$ cat src/rtl/shift_chain_output_if.sv
// Frame handshake and 74HC595 pin bundle for shift_chain_output.
// SHIFT_CHAIN_DEBUG_EN adds the o_latched_value mirror of the displayed frame.
interface shift_chain_output_if #(
    parameter int W = 16
);
    logic [W-1:0] i_value;
    logic         i_valid;
    logic         o_ready;
    logic         o_data_val;
    logic         o_data_clock;
    logic         o_latch_shifted_value;
    logic         o_busy;
    logic         o_done;
`ifdef SHIFT_CHAIN_DEBUG_EN
    logic [W-1:0] o_latched_value;

    modport master (
        output i_value, i_valid,
        input  o_ready, o_data_val, o_data_clock,
        input  o_latch_shifted_value, o_busy, o_done,
        input  o_latched_value
    );

    modport slave (
        input  i_value, i_valid,
        output o_ready, o_data_val, o_data_clock,
        output o_latch_shifted_value, o_busy, o_done,
        output o_latched_value
    );
`else
    modport master (
        output i_value, i_valid,
        input  o_ready, o_data_val, o_data_clock,
        input  o_latch_shifted_value, o_busy, o_done
    );

    modport slave (
        input  i_value, i_valid,
        output o_ready, o_data_val, o_data_clock,
        output o_latch_shifted_value, o_busy, o_done
    );
`endif
endinterface

$ cat src/rtl/shift_chain_output.sv
// Serialises a W-bit frame into a chain of 74HC595 registers, then pulses the latch.
// Optional macro SHIFT_CHAIN_DEBUG_EN adds o_latched_value (frame currently displayed).
module shift_chain_output #(
    parameter int NUM_REGS    = 2,
    parameter int CLK_DIV     = 4,
    parameter int LATCH_WIDTH = 2
) (
    input logic i_clk,
    input logic i_reset,
    shift_chain_output_if.slave bus
);
    localparam int W   = 8 * NUM_REGS;
    localparam int BW  = (W > 1) ? $clog2(W) : 1;
    localparam int DW  = (CLK_DIV > 1) ? $clog2(CLK_DIV) : 1;
    localparam int LTW = (LATCH_WIDTH > 1) ? $clog2(LATCH_WIDTH) : 1;

    typedef enum logic [1:0] {IDLE, LOW, HIGH, LATCH} state_t;

    state_t         state_q, state_d;
    logic [W-1:0]   shreg_q, shreg_d;
    logic [BW-1:0]  bit_q, bit_d;
    logic [DW-1:0]  div_q, div_d;
    logic [LTW-1:0] lat_q, lat_d;
    logic           lead_q, lead_d;
    logic           data_q, data_d;
    logic           dclk_q, dclk_d;
    logic           latch_q, latch_d;
    logic           busy_q, busy_d;
    logic           done_q, done_d;

    logic div_last, bit_last, lat_last;

    assign div_last = (div_q == DW'(CLK_DIV - 1));
    assign bit_last = (bit_q == BW'(W - 1));
    assign lat_last = (lat_q == LTW'(LATCH_WIDTH - 1));

    // Outputs are registered alongside the state; the first LOW phase
    // carries one extra lead cycle so data is set up before the first rise.
    always_comb begin
        state_d = state_q;
        shreg_d = shreg_q;
        bit_d   = bit_q;
        div_d   = div_q;
        lat_d   = lat_q;
        lead_d  = lead_q;
        data_d  = data_q;
        dclk_d  = dclk_q;
        latch_d = latch_q;
        busy_d  = busy_q;
        done_d  = 1'b0;
        unique case (state_q)
            IDLE: begin
                if (bus.i_valid) begin
                    state_d = LOW;
                    shreg_d = bus.i_value;
                    bit_d   = '0;
                    div_d   = '0;
                    lead_d  = 1'b1;
                    busy_d  = 1'b1;
                    data_d  = bus.i_value[W-1];
                end
            end
            LOW: begin
                if (lead_q) begin
                    lead_d = 1'b0;
                end else if (div_last) begin
                    div_d   = '0;
                    state_d = HIGH;
                    dclk_d  = 1'b1;
                end else begin
                    div_d = div_q + 1'b1;
                end
            end
            HIGH: begin
                if (div_last) begin
                    div_d   = '0;
                    shreg_d = shreg_q << 1;
                    dclk_d  = 1'b0;
                    if (bit_last) begin
                        state_d = LATCH;
                        data_d  = 1'b0;
                        latch_d = 1'b1;
                        lat_d   = '0;
                    end else begin
                        state_d = LOW;
                        bit_d   = bit_q + 1'b1;
                        data_d  = shreg_q[W-2];
                    end
                end else begin
                    div_d = div_q + 1'b1;
                end
            end
            LATCH: begin
                if (lat_last) begin
                    state_d = IDLE;
                    latch_d = 1'b0;
                    busy_d  = 1'b0;
                    done_d  = 1'b1;
                end else begin
                    lat_d = lat_q + 1'b1;
                end
            end
        endcase
    end

    always_ff @(posedge i_clk or posedge i_reset) begin
        if (i_reset) begin
            state_q <= IDLE;
            shreg_q <= '0;
            bit_q   <= '0;
            div_q   <= '0;
            lat_q   <= '0;
            lead_q  <= 1'b0;
            data_q  <= 1'b0;
            dclk_q  <= 1'b0;
            latch_q <= 1'b0;
            busy_q  <= 1'b0;
            done_q  <= 1'b0;
        end else begin
            state_q <= state_d;
            shreg_q <= shreg_d;
            bit_q   <= bit_d;
            div_q   <= div_d;
            lat_q   <= lat_d;
            lead_q  <= lead_d;
            data_q  <= data_d;
            dclk_q  <= dclk_d;
            latch_q <= latch_d;
            busy_q  <= busy_d;
            done_q  <= done_d;
        end
    end

    assign bus.o_ready               = (state_q == IDLE);
    assign bus.o_data_val            = data_q;
    assign bus.o_data_clock          = dclk_q;
    assign bus.o_latch_shifted_value = latch_q;
    assign bus.o_busy                = busy_q;
    assign bus.o_done                = done_q;

`ifdef SHIFT_CHAIN_DEBUG_EN
    logic [W-1:0] frame_q;
    logic [W-1:0] shown_q;

    // shreg is consumed by shifting, so the accepted frame is kept separately.
    always_ff @(posedge i_clk or posedge i_reset) begin
        if (i_reset) begin
            frame_q <= '0;
            shown_q <= '0;
        end else begin
            if (state_q == IDLE && bus.i_valid)
                frame_q <= bus.i_value;
            if (state_q == HIGH && div_last && bit_last)
                shown_q <= frame_q;
        end
    end

    assign bus.o_latched_value = shown_q;
`endif
endmodule

$ cat src/flat_wrapper.sv
// flat-port wrapper written by rule: the top's interface ports become plain ports
module shift_chain_output_flat 
#(
    parameter int NUM_REGS    = 2,
    parameter int CLK_DIV     = 4,
    parameter int LATCH_WIDTH = 2
)
  (i_clk, i_reset, bus_i_value, bus_i_valid, bus_o_ready, bus_o_data_val, bus_o_data_clock, bus_o_latch_shifted_value, bus_o_busy, bus_o_done);
  shift_chain_output_if #(.W((8 * NUM_REGS))) bus_i ();
  input logic i_clk;
  input logic i_reset;
  input wire logic [$bits(bus_i.i_value)-1:0] bus_i_value;
  input wire logic [$bits(bus_i.i_valid)-1:0] bus_i_valid;
  output wire logic [$bits(bus_i.o_ready)-1:0] bus_o_ready;
  output wire logic [$bits(bus_i.o_data_val)-1:0] bus_o_data_val;
  output wire logic [$bits(bus_i.o_data_clock)-1:0] bus_o_data_clock;
  output wire logic [$bits(bus_i.o_latch_shifted_value)-1:0] bus_o_latch_shifted_value;
  output wire logic [$bits(bus_i.o_busy)-1:0] bus_o_busy;
  output wire logic [$bits(bus_i.o_done)-1:0] bus_o_done;
  assign bus_i.i_value = bus_i_value;
  assign bus_i.i_valid = bus_i_valid;
  assign bus_o_ready = bus_i.o_ready;
  assign bus_o_data_val = bus_i.o_data_val;
  assign bus_o_data_clock = bus_i.o_data_clock;
  assign bus_o_latch_shifted_value = bus_i.o_latch_shifted_value;
  assign bus_o_busy = bus_i.o_busy;
  assign bus_o_done = bus_i.o_done;
  shift_chain_output #(.NUM_REGS(NUM_REGS), .CLK_DIV(CLK_DIV), .LATCH_WIDTH(LATCH_WIDTH)) u_core (.i_clk(i_clk), .i_reset(i_reset), .bus(bus_i));
endmodule
$ cat config.mk
export PLATFORM = sky130hd
export DESIGN_NAME = shift_chain_output_flat
export DESIGN_NICKNAME = d
export VERILOG_FILES = /design/src/rtl/shift_chain_output_if.sv /design/src/rtl/shift_chain_output.sv /design/src/flat_wrapper.sv
export SDC_FILE = /design/constraint.sdc
export NUM_CORES = 1
export LEC_CHECK = 0
export ABC_AREA = 1
export CORE_ASPECT_RATIO = 1.75
export CORE_MARGIN = 2
export CORE_UTILIZATION = 53
export DETAILED_ROUTE_END_ITERATION = 12
export PLACE_DENSITY = 0.78
export SYNTH_ARGS = -nofsm -noshare
export SYNTH_HDL_FRONTEND = slang
export SYNTH_SLANG_ARGS = --single-unit
export TNS_END_PERCENT = 100
$ cat constraint.sdc
create_clock -name i_clk -period 2 [get_ports i_clk]
set_clock_uncertainty 0.1 [all_clocks]
set_input_delay 0.4 -clock i_clk [delete_from_list [all_inputs] [get_ports i_clk]]
set_output_delay 0.4 -clock i_clk [all_outputs]
set_load 0.02 [all_outputs]
==> results of run 1 <==
logic make-up after synthesis:
logic type	synth area share (%)
flops	45.0
buf+inv	7.12
xor+xnor	0.525
fa+ha+maj	6.75
compound gates	5.70
simple gates	34.9
worst min-delay path: cells and delay by family (launching register included):
| kind | cells | cell delay [ns] |
|---|---|---|
| flops | 1 | 0.35 |
| simple gates | 2 | 0.09 |
per-stage QoR:
stage          util (%)  worst slack (ns)  hold slack, ns
2_1_floorplan         -             0.240           0.349
3_3_place_gp       63.8             0.183           0.356
3_5_place_dp       63.8             0.156           0.365
4_1_cts            66.7             0.110           0.381
5_1_grt            66.7            0.0134           0.405
6_report           66.7             0.126           0.374
layout make-up:
| class | instances | area [sq um] | share of cell area (%) |
|---|---|---|---|
| Tap cell | 43 | 53.8 | 2.62 |
| Timing Repair Buffer | 29 | 277 | 13.5 |
| Clock buffer | 7 | 86.3 | 4.21 |
| Clock inverter | 1 | 5.00 | 0.244 |
| Inverter | 21 | 78.8 | 3.84 |
| Sequential cell | 30 | 751 | 36.6 |
| Multi-Input combinational cell | 176 | 800 | 39.0 |
power by group through the flow:
stage	Sequential, mW	Combinational (mW)	Clock, mW
final	1.01	1.41	0.504
after global routing	1.03	1.66	0.536
after CTS	1.01	1.43	0.517
after detailed placement	1.01	1.44	0
after global placement	1.00	1.41	0
after floorplan	1.03	1.04	0
sequential cells by signal (all words and copies together) (netlist names):
register and cells:
u_core.div_q 2, u_core.bit_q 4, u_core.bus.o_done 1, u_core.bus.o_busy 1, u_core.bus.o_data_clock 1, u_core.bus.o_latch_shifted_value 1, u_core.state_q 2, u_core.shreg_q 15
u_core.lat_last 1, u_core.lead_q 1, u_core.bus.o_data_val 1
placed cells by master, fill, tap and decap left out, types with 2 or more instances in the layout:
cell / n
a21oi_1: 2
buf_4: 5
clkbuf_8: 6
clkdlybuf4s50_1: 23
dfrtp_1: 30
ha_1: 9
inv_1: 19
inv_2: 2
nand2_1: 134
nand3_1: 7
nor2_1: 7
o21ai_0: 11
worst min path at each step:
stage | startpoint | end | slack [ns] | depth (start not counted)
final | u_core.bus.o_latch_shifted_value | u_core.bus.o_latch_shifted_value | 0.37 | 2
after CTS | u_core.bus.o_latch_shifted_value | u_core.bus.o_latch_shifted_value | 0.38 | 2
after floorplan | u_core.shreg_q[10] | u_core.shreg_q[10] | 0.35 | 2
after global routing | u_core.shreg_q[5] | u_core.shreg_q[5] | 0.40 | 2
after detailed placement | u_core.bus.o_latch_shifted_value | u_core.bus.o_latch_shifted_value | 0.36 | 2
after global placement | u_core.bus.o_latch_shifted_value | u_core.bus.o_latch_shifted_value | 0.36 | 2
layer usage:
| layer | wire length [microns] | global-route usage [%] |
|---|---|---|
| met4 | 87 | 10.6 |
| met1 | 1340 | 27.1 |
| met3 | 160 | 5.29 |
| met5 | 0 | 0 |
| met2 | 1760 | 33.8 |
==> reports/qor.csv, run 1 <==
stage,metric,value,unit
grt,grt_pass1_vias,1350,
layout,drive_gt1_share,6.44,%
clock_tree,ctsResizeCount,1,
pwr,max-vdd-ir-drop,911,uV
layout,n_fill_cell,279,
clock_tree,cts_sinks,30,
logic_synthesis,synth_edf_count,0,
pwr,combinationalPowerShare,48.3,%
pwr,internal_power,1.66,mW
routing,first_pass_iters,4,
logic_synthesis,ys_warn_count,0,
setup_path,cp_max_fo,6,
sta,period_share,93.7,%
clock_tree,hold_buffers,0,
pwr,power.switching,1.26,mW
die,io_pins,25,
logic_synthesis,syn_avg_cell_area,7.19,sq um
logic_synthesis,synth.area.top_cells,"dfrtp_1, nand2_1, ha_1",
die,die_width,46.4,microns
setup_path,worst-setup-path-type,reg2out,
pwr,power.density,1420,nW/um^2
setup_path,worst-path-buf-inv,2,
routing,num_vias,1463,
setup_path,cpMaxStageDelayCell,dfrtp_1,
layout,diodes,0,
die,start_util,54.3,%
clock_tree,cts_setup_buffers,0,
logic_synthesis,synth_nets,260,
setup_path,cpPeakStageDelay,0.44,ns
logic_synthesis,yosys.area.top_type,dfrtp_1,
clock_tree,clockBufferDepth,2,
place,port_buffers,24,
pwr,p_leak,1.14,nW
logic_synthesis,syn_area,1670,sq um
pwr,p_clk_share,17.3,%
clock_tree,clock_latency,0.28,ns
sta,min_period,1.87,ns
grt,antenna_found_initial,0,
setup_path,r2r-end,u_core.bit_q[0],
setup_path,end_kind,output pin,
place,placedInstanceArea,1960,sq um
place,dp_cells,299,
sta,rsz0062_at_grt,no,
place,gp_congestion,0.861,
logic_synthesis,synth_common_cells,"nand2_1, dfrtp_1, inv_1, o21ai_0, ha_1",
grt,grt_pass1_wl,5750,microns
logic_synthesis,ys.flop_type,dfrtp_1,
layout,stdcell_area,2050,sq um
sta,max_slew_margin,72.9,%
die,die_y,78.2,microns
layout,area_delta_synth_final,22.9,%
clock_tree,htree_levels,2,
sta,setup_violations,0,
clock_tree,cts_buffers,5,
routing,drt-total-wl,3350,microns
setup_path,cp.arrival,1.37,ns
routing,wire_per_inst,10.9,microns
grt,grt_max_degree,31,
sta,max_freq,534,MHz
setup_path,setup.worst_path.end,bus_o_ready,
logic_synthesis,synth_cell_type_count,18,
pwr,switching_share,43.2,%
logic_synthesis,yosysMostFrequentCell,nand2_1,
sta,worst_pin_slew,0.406,ns
layout,final_cells,307,
place,dp_hpwl,2370,microns
clock_tree,cts-root-buf,clkbuf_8,
clock_tree,clkTransAtPathRegs,0.07,ns
min_path,hold_path.class,reg2reg,
logic_synthesis,yosysSeqAreaShare,45.0,%
logic_synthesis,synthArstFlopShare,100,%
die,die-area,3630,sq um
routing,drc,0,
die,core-area,3070,sq um
setup_path,crit-reg2reg-launch,u_core.state_q[0],
setup_path,rrSetupSlack,0.20,ns
setup_path,crit_start,u_core.state_q[0],
setup_path,rr_worst_depth,7,
die,rows,27,
status,status,completed,
grt,overflow,0,
setup_path,worstSetupPathDepth,3,
routing,ant_nets,0,
logic_synthesis,synth_top_area_share,45.0,%
layout,fin_nets,291,
routing,vias_per_cell,4.77,
pwr,finalPower,2.92,mW
clock_tree,cts_tree,yes,
setup_path,cp-start-kind,flip-flop,
sta,hold_viol_final,0,
job,cap_violations,0,
sta,fin_tns_setup,0,ns
routing,initialDrtViolationCount,49,
setup_path,crit_chain,"inv_1, ha_1, dlygate4sd2_1",
logic_synthesis,yosys_register_bits,30,
grt,grt_usage,21.7,%
setup_path,critPathTopFamily,flip-flops,
pwr,p_seq_share,34.5,%
sta,slew_viol_final,0,
setup_path,cp.required,1.50,ns
logic_synthesis,synthCells,232,
(Power assumes the default switching activity.)
==> run 2: changes to the inputs <==
--- a/config.mk
+++ b/config.mk
@@ -7,7 +7,6 @@
 export LEC_CHECK = 0
 export ABC_AREA = 1
 export CORE_ASPECT_RATIO = 1.75
-export CORE_MARGIN = 2
 export CORE_UTILIZATION = 53
 export DETAILED_ROUTE_END_ITERATION = 12
 export PLACE_DENSITY = 0.78
==> run 2 against run 1 <==
Largest cell class unchanged. Clock power rose by 15%. Sequential share of layout area decreased by 0.31 points. Non-clock buffer count stayed put. First-iteration DRC count fell by 31%. Via count shrank 0.27%. Wire length grew 3.1%. Count of clock-buffer cells in the layout grew 1. Die area fell by 6.8%. Core utilization rose by 3.2 points. Total power increased by 3.1%. Register-to-register slack worse by 0.03 ns.
==> reports/qor.csv, run 2 (synthesized netlist as in run 1, its figures left out) <==
stage,metric,value,unit,change
status,status,completed,,
sta,slew_viol_final,0,,unchanged
die,die-area,3390,sq um,-6.8%
grt,grt_pass1_wl,6070,microns,+5.4%
clock_tree,cts_tree,yes,,
clock_tree,cts-root-buf,clkbuf_8,,
die,start_util,56.4,%,+2.1 points
layout,diodes,0,,unchanged
setup_path,r2r-end,u_core.shreg_q[11],,
layout,regMostFlops,u_core.shreg_q,,
pwr,max-vdd-ir-drop,930,uV,+2.1%
grt,antenna_found_initial,0,,unchanged
routing,initialDrtViolationCount,34,,-31%
layout,reg.largest.list,"u_core.shreg_q x15, u_core.bit_q x4",,
routing,ant_nets,0,,unchanged
die,rows,26,,-3.7%
min_path,hold_path.class,in2async,,
routing,vias_per_cell,4.77,,about the same
pwr,power.density,1460,nW/um^2,+2.3%
sta,fin_tns_setup,0,ns,unchanged
setup_path,setup.worst_path.end,bus_o_ready,,
setup_path,worst-setup-path-type,reg2out,,
sta,worst_pin_slew,0.362,ns,-0.0441 ns
routing,first_pass_iters,4,,unchanged
sta,max_freq,524,MHz,-1.7%
setup_path,crit-reg2reg-launch,u_core.state_q[0],,
layout,final_common_cell,nand2_1,,
setup_path,worstSetupPathDepth,3,,unchanged
layout,layout_common_cells,"nand2_1, dfrtp_1, clkdlybuf4s50_1",,
setup_path,cp.required,1.50,ns,about the same
sta,hold_viol_final,0,,unchanged
job,cap_violations,0,,unchanged
sta,period_share,95.4,%,+1.7 points
setup_path,crit_chain,"inv_1, ha_1, dlygate4sd2_1",,
setup_path,critPathTopFamily,buffers and inverters,,
setup_path,cp_max_fo,6,,unchanged
setup_path,rr_worst_depth,7,,unchanged
setup_path,rrSetupSlack,0.17,ns,-0.03 ns
die,die_width,44.4,microns,-4.3%
layout,n_fill_cell,279,,unchanged
sta,timing.hold.ws,0.371,ns,-0.00330 ns
layout,area_delta_synth_final,23.9,%,
layout,largest_reg_flops,15,,unchanged
clock_tree,clockBufferDepth,2,,unchanged
setup_path,cpMaxStageDelayCell,dfrtp_1,,
routing,drc,0,,unchanged
grt,overflow,0,,unchanged
grt,grt_pass1_vias,1398,,+3.6%
sta,max_slew_margin,75.6,%,+2.8 points
setup_path,cp.arrival,1.41,ns,+0.04 ns
die,io_pins,25,,unchanged
routing,wire_per_inst,11.3,microns,+3.5%
setup_path,cpPeakStageDelay,0.44,ns,about the same
clock_tree,cts_buffers,5,,unchanged
clock_tree,hold_buffers,0,,unchanged
clock_tree,clkTransAtPathRegs,0.07,ns,about the same
die,die_y,76.2,microns,-2.6%
grt,grt_usage,24.4,%,+2.7 points
layout,drive_gt1_share,6.82,%,+0.38 points
grt,grt_max_degree,31,,unchanged
setup_path,end_kind,output pin,,
sta,min_period,1.91,ns,+0.0332 ns
setup_path,worst-path-buf-inv,2,,unchanged
clock_tree,clock_latency,0.29,ns,about the same
clock_tree,htree_levels,2,,unchanged
sta,setup_violations,0,,unchanged
pwr,p_leak,1.15,nW,+0.82%
routing,drt-total-wl,3450,microns,+3.1%
setup_path,cp-start-kind,flip-flop,,
die,core-area,2960,sq um,-3.7%
clock_tree,cts_sinks,30,,unchanged
sta,rsz0062_at_grt,no,,
place,gp_congestion,0.826,,-4.1%
place,port_buffers,24,,unchanged
layout,fin_nets,291,,unchanged
place,dp_hpwl,2550,microns,+7.4%
routing,num_vias,1459,,-0.27%
setup_path,crit_start,u_core.state_q[0],,
run 2: cell types whose count changed in the layout (fill, tap and decap cells not counted):
cell,delta
clkbuf_8,+2
clkbuf_1,-1
clkinv_2,-1
run 2: repair_timing:
action	in CTS	in global routing
setup buffers	0	0
endpoints found under the setup margin	1	0
resized for setup	1	0
run 2: worst min-delay path by stage:
stage / from / end / slack [ns] / cells past startpoint
after global routing: i_reset / u_core.shreg_q[4] / 0.40 / 3
after detailed placement: u_core.bus.o_data_val / u_core.bus.o_data_val / 0.37 / 2
after global placement: u_core.bus.o_latch_shifted_value / u_core.bus.o_latch_shifted_value / 0.36 / 2
final: i_reset / u_core.shreg_q[4] / 0.37 / 3
after CTS: u_core.bus.o_data_val / u_core.bus.o_data_val / 0.38 / 2
after floorplan: u_core.shreg_q[10] / u_core.shreg_q[10] / 0.35 / 2
run 2: area by class of cell:
cell class	count	area [sq um]	area share (%)
multi-input combinational	176	800	38.7
sequential	30	751	36.3
timing repair buffer	29	277	13.4
clock buffer	8	110	5.32
inverter	21	78.8	3.81
tap	42	52.6	2.54
run 2: layer usage:
layer	wire length [microns]	global-route usage (%)
met1	1400	28.5
met2	1890	40.6
met4	58	9.09
met5	0	0
met3	109	7.11
run 2: worst min-delay path: cells and delay by family:
family / cells / cell delay [ns]
buffers and inverters: 3 / 0.78
run 2: report_power, final:
part / switching [mW] / total, mW / internal (mW)
sequential: 0.147 / 1.01 / 0.861
clock: 0.231 / 0.578 / 0.347
combinational: 0.904 / 1.42 / 0.520
total: 1.28 / 3.01 / 1.73
run 2: stage by stage:
step                util, %  power (mW)  setup WS (ns)  area (sq um)  std cells
finish                 69.9        3.01         0.0928          2070        306
global route           69.9        3.32        0.00244          2070        306
CTS                    69.9        3.05         0.0782          2070        306
detailed placement     66.2        2.47          0.127          1960        298
global placement       66.2        2.42          0.170          1960        298
floorplan                 -        2.07          0.240          1670        232
